$ cat config.mk
export PLATFORM = sky130hd
export DESIGN_NAME = neuron_mac_scheduler
export DESIGN_NICKNAME = d
export VERILOG_FILES = /design/src/rtl/neuron_mac_scheduler.sv
export SDC_FILE = /design/constraint.sdc
export NUM_CORES = 1
export LEC_CHECK = 0
export CORE_ASPECT_RATIO = 0.75
export CORE_MARGIN = 2
export CORE_UTILIZATION = 43
export DETAILED_ROUTE_END_ITERATION = 8
export PLACE_DENSITY_LB_ADDON = 0.2
export SLEW_MARGIN = 25
export SYNTH_ARGS = -nofsm -noshare
export SYNTH_HDL_FRONTEND = slang
export SYNTH_SLANG_ARGS = --single-unit
$ cat constraint.sdc
create_clock -name clk -period 4.6 [get_ports clk]
set_input_delay 1.38 -clock clk [delete_from_list [all_inputs] [get_ports clk]]
set_output_delay 1.38 -clock clk [all_outputs]
set_load 0.02 [all_outputs]
$ cat src/rtl/neuron_mac_scheduler.sv
// Layer sequencer for the shared pipelined MAC array: per neuron it runs clear, feed,
// drain, reduce and a valid/ready result slot, then pulses done once per layer.
module neuron_mac_scheduler #(
    parameter int unsigned NUM_NEURONS         = 10,
    parameter int unsigned BATCH_SIZE          = 49,
    parameter int unsigned NUM_OF_ACCUMULATORS = 16,
    parameter int unsigned PIPE_DEPTH          = 2,
    parameter int unsigned IDX_WIDTH           = 6,
    parameter int unsigned SEL_WIDTH           = 4
) (
    input  logic                 clk,
    input  logic                 rst,
    input  logic                 start,
    input  logic                 abort,
    input  logic                 out_ready,
    output logic                 busy,
    output logic                 acc_clr,
    output logic                 acc_en,
    output logic [IDX_WIDTH-1:0] step_idx,
    output logic [SEL_WIDTH-1:0] neuron_sel,
    output logic                 reduce_en,
    output logic                 out_valid,
    output logic                 done
);

    localparam int unsigned DRAIN_W = (PIPE_DEPTH > 1) ? $clog2(PIPE_DEPTH) : 1;

    // Elaboration-time sanity check on the parameter set.
    if (PIPE_DEPTH < 1 || (2 ** IDX_WIDTH) < BATCH_SIZE || (2 ** SEL_WIDTH) < NUM_NEURONS ||
        NUM_OF_ACCUMULATORS == 0) begin : g_bad_params
        $error("neuron_mac_scheduler: inconsistent parameters");
    end

    typedef enum logic [2:0] {
        S_IDLE,
        S_CLEAR,
        S_FEED,
        S_DRAIN,
        S_REDUCE,
        S_OUTPUT,
        S_DONE
    } state_t;

    state_t               state_q, state_d;
    logic [IDX_WIDTH-1:0] step_q, step_d;
    logic [SEL_WIDTH-1:0] sel_q, sel_d;
    logic [DRAIN_W-1:0]   drain_q, drain_d;
    logic                 busy_q, busy_d;
    logic                 clr_q, clr_d;
    logic                 en_q, en_d;
    logic                 red_q, red_d;
    logic                 valid_q, valid_d;
    logic                 done_q, done_d;

    // Next-state and counter update; output flags are decoded from the next state so
    // every output comes straight from a flop.
    always_comb begin
        state_d = state_q;
        step_d  = step_q;
        sel_d   = sel_q;
        drain_d = drain_q;
        if (abort) begin
            state_d = S_IDLE;
            step_d  = '0;
            sel_d   = '0;
            drain_d = '0;
        end else begin
            case (state_q)
                S_IDLE: begin
                    if (start) begin
                        state_d = S_CLEAR;
                        sel_d   = '0;
                        step_d  = '0;
                    end
                end
                S_CLEAR: begin
                    state_d = S_FEED;
                    step_d  = '0;
                end
                S_FEED: begin
                    if (step_q == IDX_WIDTH'(BATCH_SIZE - 1)) begin
                        state_d = S_DRAIN;
                        drain_d = '0;
                    end else begin
                        step_d = step_q + IDX_WIDTH'(1);
                    end
                end
                S_DRAIN: begin
                    if (drain_q == DRAIN_W'(PIPE_DEPTH - 1)) begin
                        state_d = S_REDUCE;
                        drain_d = '0;
                    end else begin
                        drain_d = drain_q + DRAIN_W'(1);
                    end
                end
                S_REDUCE: state_d = S_OUTPUT;
                S_OUTPUT: begin
                    if (out_ready) begin
                        if (sel_q == SEL_WIDTH'(NUM_NEURONS - 1)) begin
                            state_d = S_DONE;
                        end else begin
                            state_d = S_CLEAR;
                            sel_d   = sel_q + SEL_WIDTH'(1);
                            step_d  = '0;
                        end
                    end
                end
                S_DONE: begin
                    state_d = S_IDLE;
                    sel_d   = '0;
                    step_d  = '0;
                end
                default: begin
                    state_d = S_IDLE;
                    step_d  = '0;
                    sel_d   = '0;
                    drain_d = '0;
                end
            endcase
        end
        busy_d  = (state_d != S_IDLE);
        clr_d   = (state_d == S_CLEAR);
        en_d    = (state_d == S_FEED);
        red_d   = (state_d == S_REDUCE);
        valid_d = (state_d == S_OUTPUT);
        done_d  = (state_d == S_DONE);
    end

    always_ff @(posedge clk or negedge rst) begin
        if (!rst) begin
            state_q <= S_IDLE;
            step_q  <= '0;
            sel_q   <= '0;
            drain_q <= '0;
            busy_q  <= 1'b0;
            clr_q   <= 1'b0;
            en_q    <= 1'b0;
            red_q   <= 1'b0;
            valid_q <= 1'b0;
            done_q  <= 1'b0;
        end else begin
            state_q <= state_d;
            step_q  <= step_d;
            sel_q   <= sel_d;
            drain_q <= drain_d;
            busy_q  <= busy_d;
            clr_q   <= clr_d;
            en_q    <= en_d;
            red_q   <= red_d;
            valid_q <= valid_d;
            done_q  <= done_d;
        end
    end

    assign busy       = busy_q;
    assign acc_clr    = clr_q;
    assign acc_en     = en_q;
    assign step_idx   = step_q;
    assign neuron_sel = sel_q;
    assign reduce_en  = red_q;
    assign out_valid  = valid_q;
    assign done       = done_q;

endmodule

==> results.yml <==
finish:
  nNetsFinal: 152
  final_cell_mix: "dfrtp_1 (20), clkdlybuf4s50_1 (20), nor2_1 (11), a21oi_1 (11), nand3_1 (9)"
  multi_input_area_um2: 570.5
  n_antenna_cell: 0
  seq_area_um2: 500.5
  nFillCells: 240
  design_area_mm2: 0.001399
  drive_gt1_share_pct: 4.225
  area_growth_pct: 24.50
place:
  placed_area_mm2: 0.001346
  dp_hpwl_mm: 1.775
  place.gp.congestion: 0.8050
  dpl_worst_slack_ns: 1.469
  port_buffers: 20
detailed_routing:
  viasPerCell: 5.758
  ant_nets: 0
  drt_iter0_drc: 67
  drc: 0
  wl_per_cell_um: 13.51
  dr.pass1.iters: 4
  vias: 1025
  finalWirelength_mm: 2.404
worst_setup_path:
  worstSetupStartpointType: "primary input"
  end_kind: "flop"
  r2r_cells: 4
  crit_type: "primary input to flop"
  crit_arrival_ns: 3.08
  r2r-end: "step_idx[2]"
  reg2reg_from: "state_q[1]"
  cp.required_ns: 4.83
  reg2reg_slack_ns: 2.67
  cp_max_fo: 8
clock_network:
  h-tree-depth: 1
  cts_made_buffers: 3
  clkSinkCount: 20
  post-cts-setup-buffer-count: 0
  cts_buffer_depth: 2
  clkSlewWorstSetupHoldPaths_ns: 0.11
  root_buffer: "clkbuf_4"
  clock_latency_ns: 0.30
  cts_hold_buf: 0
  cts_resized: 0
  cts_tree: "done"
yosys:
  yosysSeqAreaShare_pct: 44.54
  syn_nets: 132
  synthDistinctLibCells: 37
  syn_area_per_cell_um2: 9.135
  synth.area.mux_share_pct: 0.8909
  syn_inst: 123
  ys_ff_latch: 20
  yosys.area_share.xor_xnor_pct: 0.7795
  synth.yosys.warnings: 0
  synth_compound_area_share_pct: 21.71
  synthAdderAreaFrac_pct: 4.454
  synth_area_mm2: 0.001124
  synth_top_family_by_area: "simple AND/OR/NAND/NOR gates"
  synthSimpleGateAreaFrac_pct: 22.94
pwr:
  peakVddDrop_mv: 0.1742
  p_per_area_mw_per_mm2: 269.7
  p_leak_nw: 0.5777
sta:
  finalCriticalPeriod_ns: 2.852
  slew_headroom_pct: 42.16
  hold_viol_final: 0
  report.final.slew_viol_count: 0
  finalSetupViolCount: 0
  post-route-period-util_pct: 62.01
  hold_slack_ns: 0.5971
  fin_ws_ns: 1.748
  worst_pin_slew_ns: 0.8648
  rsz0062_at_grt: "no"
  tns_ns: 0
  fmax_mhz: 350.6
  fin_worst_skew_ns: 0.001140
outcome:
  outcome: "finished, final reports clean"
floorplanning:
  initial_utilization_pct: 44.19
  ios: 21
  dieArea_mm2: 0.003042
  core_mm2: 0.002542
  rows: 16
  die_h_um: 48.27
  die_w_um: 63.03
worst_hold_path:
  hold_path_depth: 1
  min_from: "neuron_sel[0]"
  hold_path_class: "flop to flop"
  hold_end: "neuron_sel[0]"
grt:
  grt_use_total_pct: 16.14
  grt_pass1_vias: 829
  antenna_found_initial: 0
  grt_pass1_wl_mm: 3.705
  gr-total-overflow: 0
  grt_max_degree: 21
job:
  cap_violations: 0
## worst max path at each step
stage	start	to	slack (ns)
6_report	abort	step_idx[2]	1.75
5_1_grt	abort	step_idx[2]	1.68
4_1_cts	step_idx[2]	step_idx[2]	1.77
3_5_place_dp	abort	step_idx[2]	1.47
3_3_place_gp	abort	step_idx[3]	1.51
2_1_floorplan	abort	step_idx[3]	2.13
## cells in the mapped netlist, drive strengths merged
master   count  share of area (%)
a211oi       1               0.67
a21o         2                1.3
a21oi       11                4.9
a311o        2                1.8
a311oi       2                1.6
a31o         1               0.78
a31oi        2                1.1
a41oi        1                1.4
and3         2                1.1
and3b        1               0.78
buf          4                1.7
clkbuf       1               0.33
dfrtp       20                 45
ha           4                4.5
inv          8                2.7
mux2i        1               0.89
nand2        8                2.7
nand3        9                4.0
nand3b       2                1.3
nand4        1               0.56
nand4bb      2                2.0
nor2        11                3.7
nor2b        3                1.7
nor3         3                1.3
nor3b        1               0.67
nor4         3                1.7
o211ai       2                1.3
o21ai        6                2.7
o21bai       1               0.67
o221ai       1               0.78
o22ai        1               0.56
o31ai        2                1.3
o41ai        1               0.78
or3          1               0.56
or4b         1               0.89
xnor2        1               0.78
## sequential cells by signal, summed over array words and instances, names as in the netlist
name	count
acc_clr	1
out_valid	1
state_q	3
step_idx	6
acc_en	1
done	1
drain_q	1
busy	1
neuron_sel	4
reduce_en	1
## stage by stage
| step | instances | total power, mW | util, % |
|---|---|---|---|
| floorplan | 123 | 0.2177 | - |
| global placement | 174 | 0.2367 | 52.95 |
| detailed placement | 174 | 0.2370 | 52.95 |
| CTS | 178 | 0.3817 | 55.02 |
| global route | 178 | 0.3926 | 55.02 |
| finish | 178 | 0.3772 | 55.02 |
## power breakdown
part	internal [mW]	leakage, nW	switching (mW)
logic	0.0190	0.274	0.0258
clock network	0.0881	0.0279	0.0551
registers	0.181	0.275	0.00861
total	0.288	0.578	0.0896
## worst max-delay path, stage by stage
cell and delay [ns]:
clkdlybuf4s50_1 0.53, or4b_1 0.64, a41oi_2 0.28, a21oi_1 0.10, a21oi_1 0.14
## per-layer routing
metal	track usage, %	routed length [um]	up-vias
met1	22.29	1174	491
met4	4.444	15	0
li1	-	-	493
met3	5.312	161	2
met2	24.89	1052	39
met5	0	0	-
## cells by family after synthesis
| family | after synthesis |
|---|---|
| AO/OA/AOI/OAI | 36 |
| XOR/XNOR | 1 |
| adder cells (fa/ha/maj) | 4 |
| buffers and inverters | 13 |
| flip-flops | 20 |
| multiplexers | 1 |
| AND/OR/NAND/NOR | 48 |
## layout make-up
| type | count | area share (%) |
|---|---|---|
| clock inverters | 1 | 2.147 |
| clock buffers | 3 | 1.610 |
| flip-flops and latches | 20 | 35.78 |
| repair buffers | 20 | 14.31 |
| well taps | 36 | 3.220 |
| multi-input cells | 90 | 40.79 |
| inverters | 8 | 2.147 |
No activity file was read; power rests on OpenSTA's default activity.
